==> config.mk <==
export PLATFORM = sky130hd
export DESIGN_NAME = sort_frame_loader_flat
export DESIGN_NICKNAME = d
export VERILOG_FILES = /design/src/rtl/sort_pkg.sv /design/src/rtl/sort_frame_loader_if.sv /design/src/rtl/sort_frame_loader.sv /design/src/flat_wrapper.sv
export SDC_FILE = /design/constraint.sdc
export NUM_CORES = 1
export LEC_CHECK = 0
export ABC_AREA = 0
export BUFFER_PORTS_ARGS = -buffer_cell sky130_fd_sc_hd__buf_2
export CORE_ASPECT_RATIO = 2
export CORE_UTILIZATION = 32
export CTS_CLUSTER_SIZE = 12
export DETAILED_ROUTE_END_ITERATION = 12
export GPL_TIMING_DRIVEN = 0
export HOLD_SLACK_MARGIN = 0.05
export PLACE_DENSITY_LB_ADDON = 0.05
export SKIP_CTS_REPAIR_TIMING = 1
export SLEW_MARGIN = 0
export SYNTH_ARGS = -nofsm -noshare
export SYNTH_HDL_FRONTEND = slang
export SYNTH_SLANG_ARGS = --single-unit
==> constraint.sdc <==
create_clock -name clk -period 8.4 [get_ports clk]
set_input_delay 0.84 -clock clk [delete_from_list [all_inputs] [get_ports clk]]
set_output_delay 0.84 -clock clk [all_outputs]
set_load 0.05 [all_outputs]
==> src/rtl/sort_pkg.sv <==
// Shared constants and state type for the sorting-network front end.
package sort_pkg;

  localparam int unsigned SORT_WIDTH = 32;
  localparam int unsigned SORT_N     = 6;
  localparam int unsigned SORT_CW    = $clog2(SORT_N + 1);

  // All-ones pad sorts above every real word.
  localparam logic [SORT_WIDTH-1:0] SORT_PAD = '1;

  typedef enum logic {
    FILL = 1'b0,
    HOLD = 1'b1
  } load_state_e;

endpackage

==> src/rtl/sort_frame_loader_if.sv <==
// Serial word input and parallel frame output handshakes of the frame loader.
interface sort_frame_loader_if
  import sort_pkg::*;
#(
  parameter int unsigned WIDTH = SORT_WIDTH,
  parameter int unsigned N     = SORT_N,
  parameter int unsigned CW    = $clog2(N + 1)
);

  logic             in_valid;
  logic             in_ready;
  logic [WIDTH-1:0] in_data;
  logic             in_last;

  logic             out_valid;
  logic             out_ready;
  logic [N*WIDTH-1:0] out_data;
  logic [CW-1:0]    out_count;

  // Word source / frame sink side.
  modport master (
    output in_valid, in_data, in_last, out_ready,
    input  in_ready, out_valid, out_data, out_count
  );

  // Loader side.
  modport slave (
    input  in_valid, in_data, in_last, out_ready,
    output in_ready, out_valid, out_data, out_count
  );

endinterface

==> src/rtl/sort_frame_loader.sv <==
// Packs a serial word stream into one N-slot frame for the sorting network.
// Short frames are padded so the pad value sorts to the top outputs.
module sort_frame_loader
  import sort_pkg::*;
#(
  parameter int unsigned      WIDTH = SORT_WIDTH,
  parameter int unsigned      N     = SORT_N,
  parameter logic [WIDTH-1:0] PAD   = {WIDTH{1'b1}},
  parameter int unsigned      CW    = $clog2(N + 1)
) (
  input logic                clk,
  input logic                rst,
  sort_frame_loader_if.slave bus
);

  localparam int unsigned    IW       = (N > 1) ? $clog2(N) : 1;
  localparam logic [IW-1:0]  IDX_LAST = IW'(N - 1);

  load_state_e      state_q, state_d;
  logic [IW-1:0]    idx_q, idx_d;
  logic [WIDTH-1:0] slot_q [N];
  logic [WIDTH-1:0] slot_d [N];
  logic [CW-1:0]    count_q, count_d;
  logic             valid_q, valid_d;

  logic             in_ready_c;
  logic             accept_c;
  logic [N*WIDTH-1:0] out_data_c;

  // Ready follows the state but is forced low while reset is asserted.
  assign in_ready_c = (state_q == FILL) & ~rst;
  assign accept_c   = bus.in_valid & in_ready_c;

  // State register.
  always_ff @(posedge clk or posedge rst) begin
    if (rst) begin
      state_q <= FILL;
    end else begin
      state_q <= state_d;
    end
  end

  // Next-state, slot write/pad, count and valid logic.
  always_comb begin
    state_d = state_q;
    idx_d   = idx_q;
    slot_d  = slot_q;
    count_d = count_q;
    valid_d = valid_q;

    unique case (state_q)
      FILL: begin
        if (accept_c) begin
          for (int k = 0; k < N; k++) begin
            if (idx_q == IW'(k)) begin
              slot_d[k] = bus.in_data;
            end
          end
          if (bus.in_last || (idx_q == IDX_LAST)) begin
            // Close: every slot above the last written one becomes PAD.
            for (int k = 0; k < N; k++) begin
              if (IW'(k) > idx_q) begin
                slot_d[k] = PAD;
              end
            end
            count_d = CW'(idx_q) + CW'(1);
            idx_d   = '0;
            valid_d = 1'b1;
            state_d = HOLD;
          end else begin
            idx_d = idx_q + IW'(1);
          end
        end
      end
      HOLD: begin
        if (bus.out_ready) begin
          valid_d = 1'b0;
          state_d = FILL;
        end
      end
    endcase
  end

  // Datapath registers: slot index, slots, count and frame-valid flag.
  always_ff @(posedge clk or posedge rst) begin
    if (rst) begin
      idx_q   <= '0;
      count_q <= '0;
      valid_q <= 1'b0;
      for (int k = 0; k < N; k++) begin
        slot_q[k] <= '0;
      end
    end else begin
      idx_q   <= idx_d;
      count_q <= count_d;
      valid_q <= valid_d;
      for (int k = 0; k < N; k++) begin
        slot_q[k] <= slot_d[k];
      end
    end
  end

  // Flatten slot registers onto the parallel bus, slot 0 in the low bits.
  always_comb begin
    out_data_c = '0;
    for (int k = 0; k < N; k++) begin
      out_data_c[k*WIDTH +: WIDTH] = slot_q[k];
    end
  end

  assign bus.in_ready  = in_ready_c;
  assign bus.out_valid = valid_q;
  assign bus.out_data  = out_data_c;
  assign bus.out_count = count_q;

endmodule

==> src/flat_wrapper.sv <==
// flat-port wrapper written by rule: the top's interface ports become plain ports
module sort_frame_loader_flat import sort_pkg::*;
#(
  parameter int unsigned      WIDTH = SORT_WIDTH,
  parameter int unsigned      N     = SORT_N,
  parameter logic [WIDTH-1:0] PAD   = {WIDTH{1'b1}},
  parameter int unsigned      CW    = $clog2(N + 1)
)
  (clk, rst, bus_in_valid, bus_in_data, bus_in_last, bus_out_ready, bus_in_ready, bus_out_valid, bus_out_data, bus_out_count);
  sort_frame_loader_if #(.WIDTH(WIDTH), .N(N), .CW(CW)) bus_i ();
  input logic clk;
  input logic rst;
  input wire logic [$bits(bus_i.in_valid)-1:0] bus_in_valid;
  input wire logic [$bits(bus_i.in_data)-1:0] bus_in_data;
  input wire logic [$bits(bus_i.in_last)-1:0] bus_in_last;
  input wire logic [$bits(bus_i.out_ready)-1:0] bus_out_ready;
  output wire logic [$bits(bus_i.in_ready)-1:0] bus_in_ready;
  output wire logic [$bits(bus_i.out_valid)-1:0] bus_out_valid;
  output wire logic [$bits(bus_i.out_data)-1:0] bus_out_data;
  output wire logic [$bits(bus_i.out_count)-1:0] bus_out_count;
  assign bus_i.in_valid = bus_in_valid;
  assign bus_i.in_data = bus_in_data;
  assign bus_i.in_last = bus_in_last;
  assign bus_i.out_ready = bus_out_ready;
  assign bus_in_ready = bus_i.in_ready;
  assign bus_out_valid = bus_i.out_valid;
  assign bus_out_data = bus_i.out_data;
  assign bus_out_count = bus_i.out_count;
  sort_frame_loader #(.WIDTH(WIDTH), .N(N), .PAD(PAD), .CW(CW)) u_core (.clk(clk), .rst(rst), .bus(bus_i));
endmodule
==> flow_summary.ini <==
[power_and_ir_drop]
clockPowerShare = 0.206
power_frac_seq = 0.344
power_frac_comb = 0.449
p_per_area_nw_per_um2 = 392.7
p_switching_mw = 1.957
p_int_mw = 2.191
leakage_nw = 4.641
peakVddDrop_mv = 0.2826
sw_frac_of_total = 0.4718
power_mw = 4.148

[timing]
rsz0062_at_grt = no
setup_viol = 0
fin_skew_ns = 0.007079
fmax_mhz = 404.7
relSlewSlack = 0.4371
hold_viol = 0
slew_viol_final = 0
fin_tns_setup_ns = 0
finalCritPeriodShare = 0.2941
worst_slack_ns = 5.929
worst-slew-pin-transition_ns = 0.8426
fin_crit_ns = 2.471

[clock_network]
worstSkewPairLatency_ns = 0.45
cts_tree = built
cts_buffers = 17
h-tree-depth = 4
cts_buffer_depth = 2
clk_pin_slew_ns = 0.07
clkSinkCount = 200
cts-root-buf = clkbuf_16

[logic_synthesis]
synth_most_common_cell = dfrtp_1
ys_top_cells_by_count = 200 x dfrtp_1, 96 x o22a_1, 65 x nand3_1
synth_edf_count = 0
yosysTopAreaCell = dfrtp_1
synthesis.nets = 712
synthTopCellsByArea = dfrtp_1 60%, o22a_1 10%, a211o_1 6.6%, nand3_1 3.9%, o211a_1 3.7%
synth_seq_cells = 200
syn_inst = 672
synth_cell_types = 39
avgSynthCellArea_um2 = 12.41
synth_top_area_share = 0.6003
ys_seq_area_frac = 0.6003
synth_area_um2 = 8337
ys_warn_count = 0
synth_top_flop_cell = dfrtp_1
async_flop_share = 1.000

[worst_setup_path]
path_class = reg -> reg
cp.arrival_ns = 2.81
critPathMaxFanout = 10
cp_data_required_time_ns = 8.74
endpoint_kind = flip-flop
setup.worst_path.start_class = flip-flop

[floorplanning]
die_w_um = 116.1
coreArea_um2 = 25650
die_h_um = 230.3
dieArea_um2 = 26740
io_pins = 234
start_util = 0.3250
rows = 83

[grt]
antenna_found_initial = 1
grt_util_all_layers = 0.2299
grt_pass1_vias = 7089
grt_first_pass_wirelength_um = 44240
overflow = 0
grt_start_max_net_pins = 133

[routing]
drc = 0
firstDrtPassIters = 5
routed_wl_um = 29480
route.vias.total = 6880
routedWlPerCell_um = 23.09
drt_iter0_markers = 284
postRouteAntennaNets = 0
viasPerCell = 5.388

[status]
status = complete, no violations

[place]
pre_cts_slack_ns = 5.435
dpl.hpwl_um = 21520
port_buffers = 233
dp.cells = 1246
place_congestion = 0.7908

[job]
maxCapViolCount = 0

[finish]
nFillCells = 2601
synthToLayoutAreaGrowth_pct = 26.70
nNetsFinal = 965
antenna_cells = 0
final_core_util = 0.4118
finalNonFillerCells = 1277
drive_gt1_frac = 0.3276

[min_path]
hold_path.class = reg -> reg
## flip-flops by register name, summed over array words and instances, names as in the netlist
register	cells
u_core.bus.out_valid	1
u_core.state_q	1
u_core.bus.out_data	192
u_core.bus.out_count	3
u_core.idx_q	3
## placed cells by master, fill, tap and decap left out, types with 2 or more instances in the layout
cell | Yosys | final
buf_2 | 17 | 250
dfrtp_1 | 200 | 200
o22a_1 | 96 | 96
nand3_1 | 65 | 65
a211o_1 | 63 | 63
clkbuf_1 | 39 | 43
o21ai_0 | 34 | 34
and3_1 | 32 | 32
or3_1 | 31 | 31
o211a_1 | 31 | 31
clkbuf_16 | 0 | 17
buf_6 | 9 | 9
buf_4 | 8 | 8
nand2_1 | 8 | 8
mux2_2 | 3 | 3
inv_1 | 4 | 3
ha_1 | 3 | 3
bufinv_16 | 0 | 3
clkbuf_8 | 0 | 3
clkinvlp_4 | 0 | 3
o21ai_1 | 2 | 2
nand2b_1 | 2 | 2
o21a_2 | 2 | 2
and2_1 | 2 | 2
nor2_1 | 2 | 2
nor3_1 | 2 | 2
## metrics by stage
| step | hold WS [ns] | cell area [um^2] |
|---|---|---|
| floorplan | 0.5888 | 8337 |
| global placement | 0.4646 | 9928 |
| detailed placement | 0.4702 | 9963 |
| CTS | 0.4862 | 10560 |
| global route | 0.5039 | 10560 |
| finish | 0.4833 | 10560 |
## layout make-up
type                    instances  area [um^2]  share of cell area
inverters                       4        22.52            0.002132
well taps                     340        425.4             0.04027
flip-flops and latches        200         5005              0.4738
repair buffers                234         1194              0.1130
multi-input cells             395         2924              0.2768
clock inverters                 7        117.6             0.01113
clock buffers                  24        481.7             0.04561
plain buffers                  73        392.9             0.03720
## power groups by stage
| stage | registers [mW] | clock network [mW] | logic [mW] |
|---|---|---|---|
| 6_report | 1.43 | 0.855 | 1.86 |
| 3_5_place_dp | 1.45 | 0 | 1.88 |
| 4_1_cts | 1.43 | 0.881 | 1.88 |
| 2_1_floorplan | 2.45 | 0 | 0.373 |
| 5_1_grt | 1.47 | 0.917 | 1.95 |
| 3_3_place_gp | 1.43 | 0 | 1.86 |
## kinds of logic (layout without fill, tap and decap cells)
kind of cell	after synthesis	count (layout)	share of synthesized area
xor+xnor	1	1	0.001051
simple gates	154	154	0.1078
compound gates	234	234	0.2334
fa+ha+maj	3	3	0.004503
flops	200	200	0.6003
buf+inv	77	342	0.04893
mux	3	3	0.004052
## worst max-delay path: stages (launching register included)
cell,delay (ns)
dfrtp_1,0.36
buf_4,0.17
nor4b_2,0.61
buf_4,0.32
nand2_1,0.34
buf_2,0.32
o22a_1,0.21
## path summary, 6_finish.rpt
path	slack [ns]	endpoint	startpoint	cells after the start
hold / removal	0.48	u_core.bus.out_data[43]	u_core.bus.out_data[43]	1
hold reg to reg	0.48	u_core.bus.out_data[43]	u_core.bus.out_data[43]	1
setup reg to reg	5.93	u_core.bus.out_data[75]	u_core.idx_q[2]	6
max in group asynchronous	6.85	u_core.bus.out_data[12]	rst	3
setup / recovery	5.93	u_core.bus.out_data[75]	u_core.idx_q[2]	6
min in group asynchronous	0.49	u_core.bus.out_data[161]	rst	2
## routing by layer
layer,vias up,track usage,routed length (um)
li1,3057,-,-
met1,3544,0.2510,11140
met2,229,0.4102,15680
met3,48,0.05324,1481
met4,2,0.1074,1174
met5,-,0,13
(Power assumes the default switching activity.)
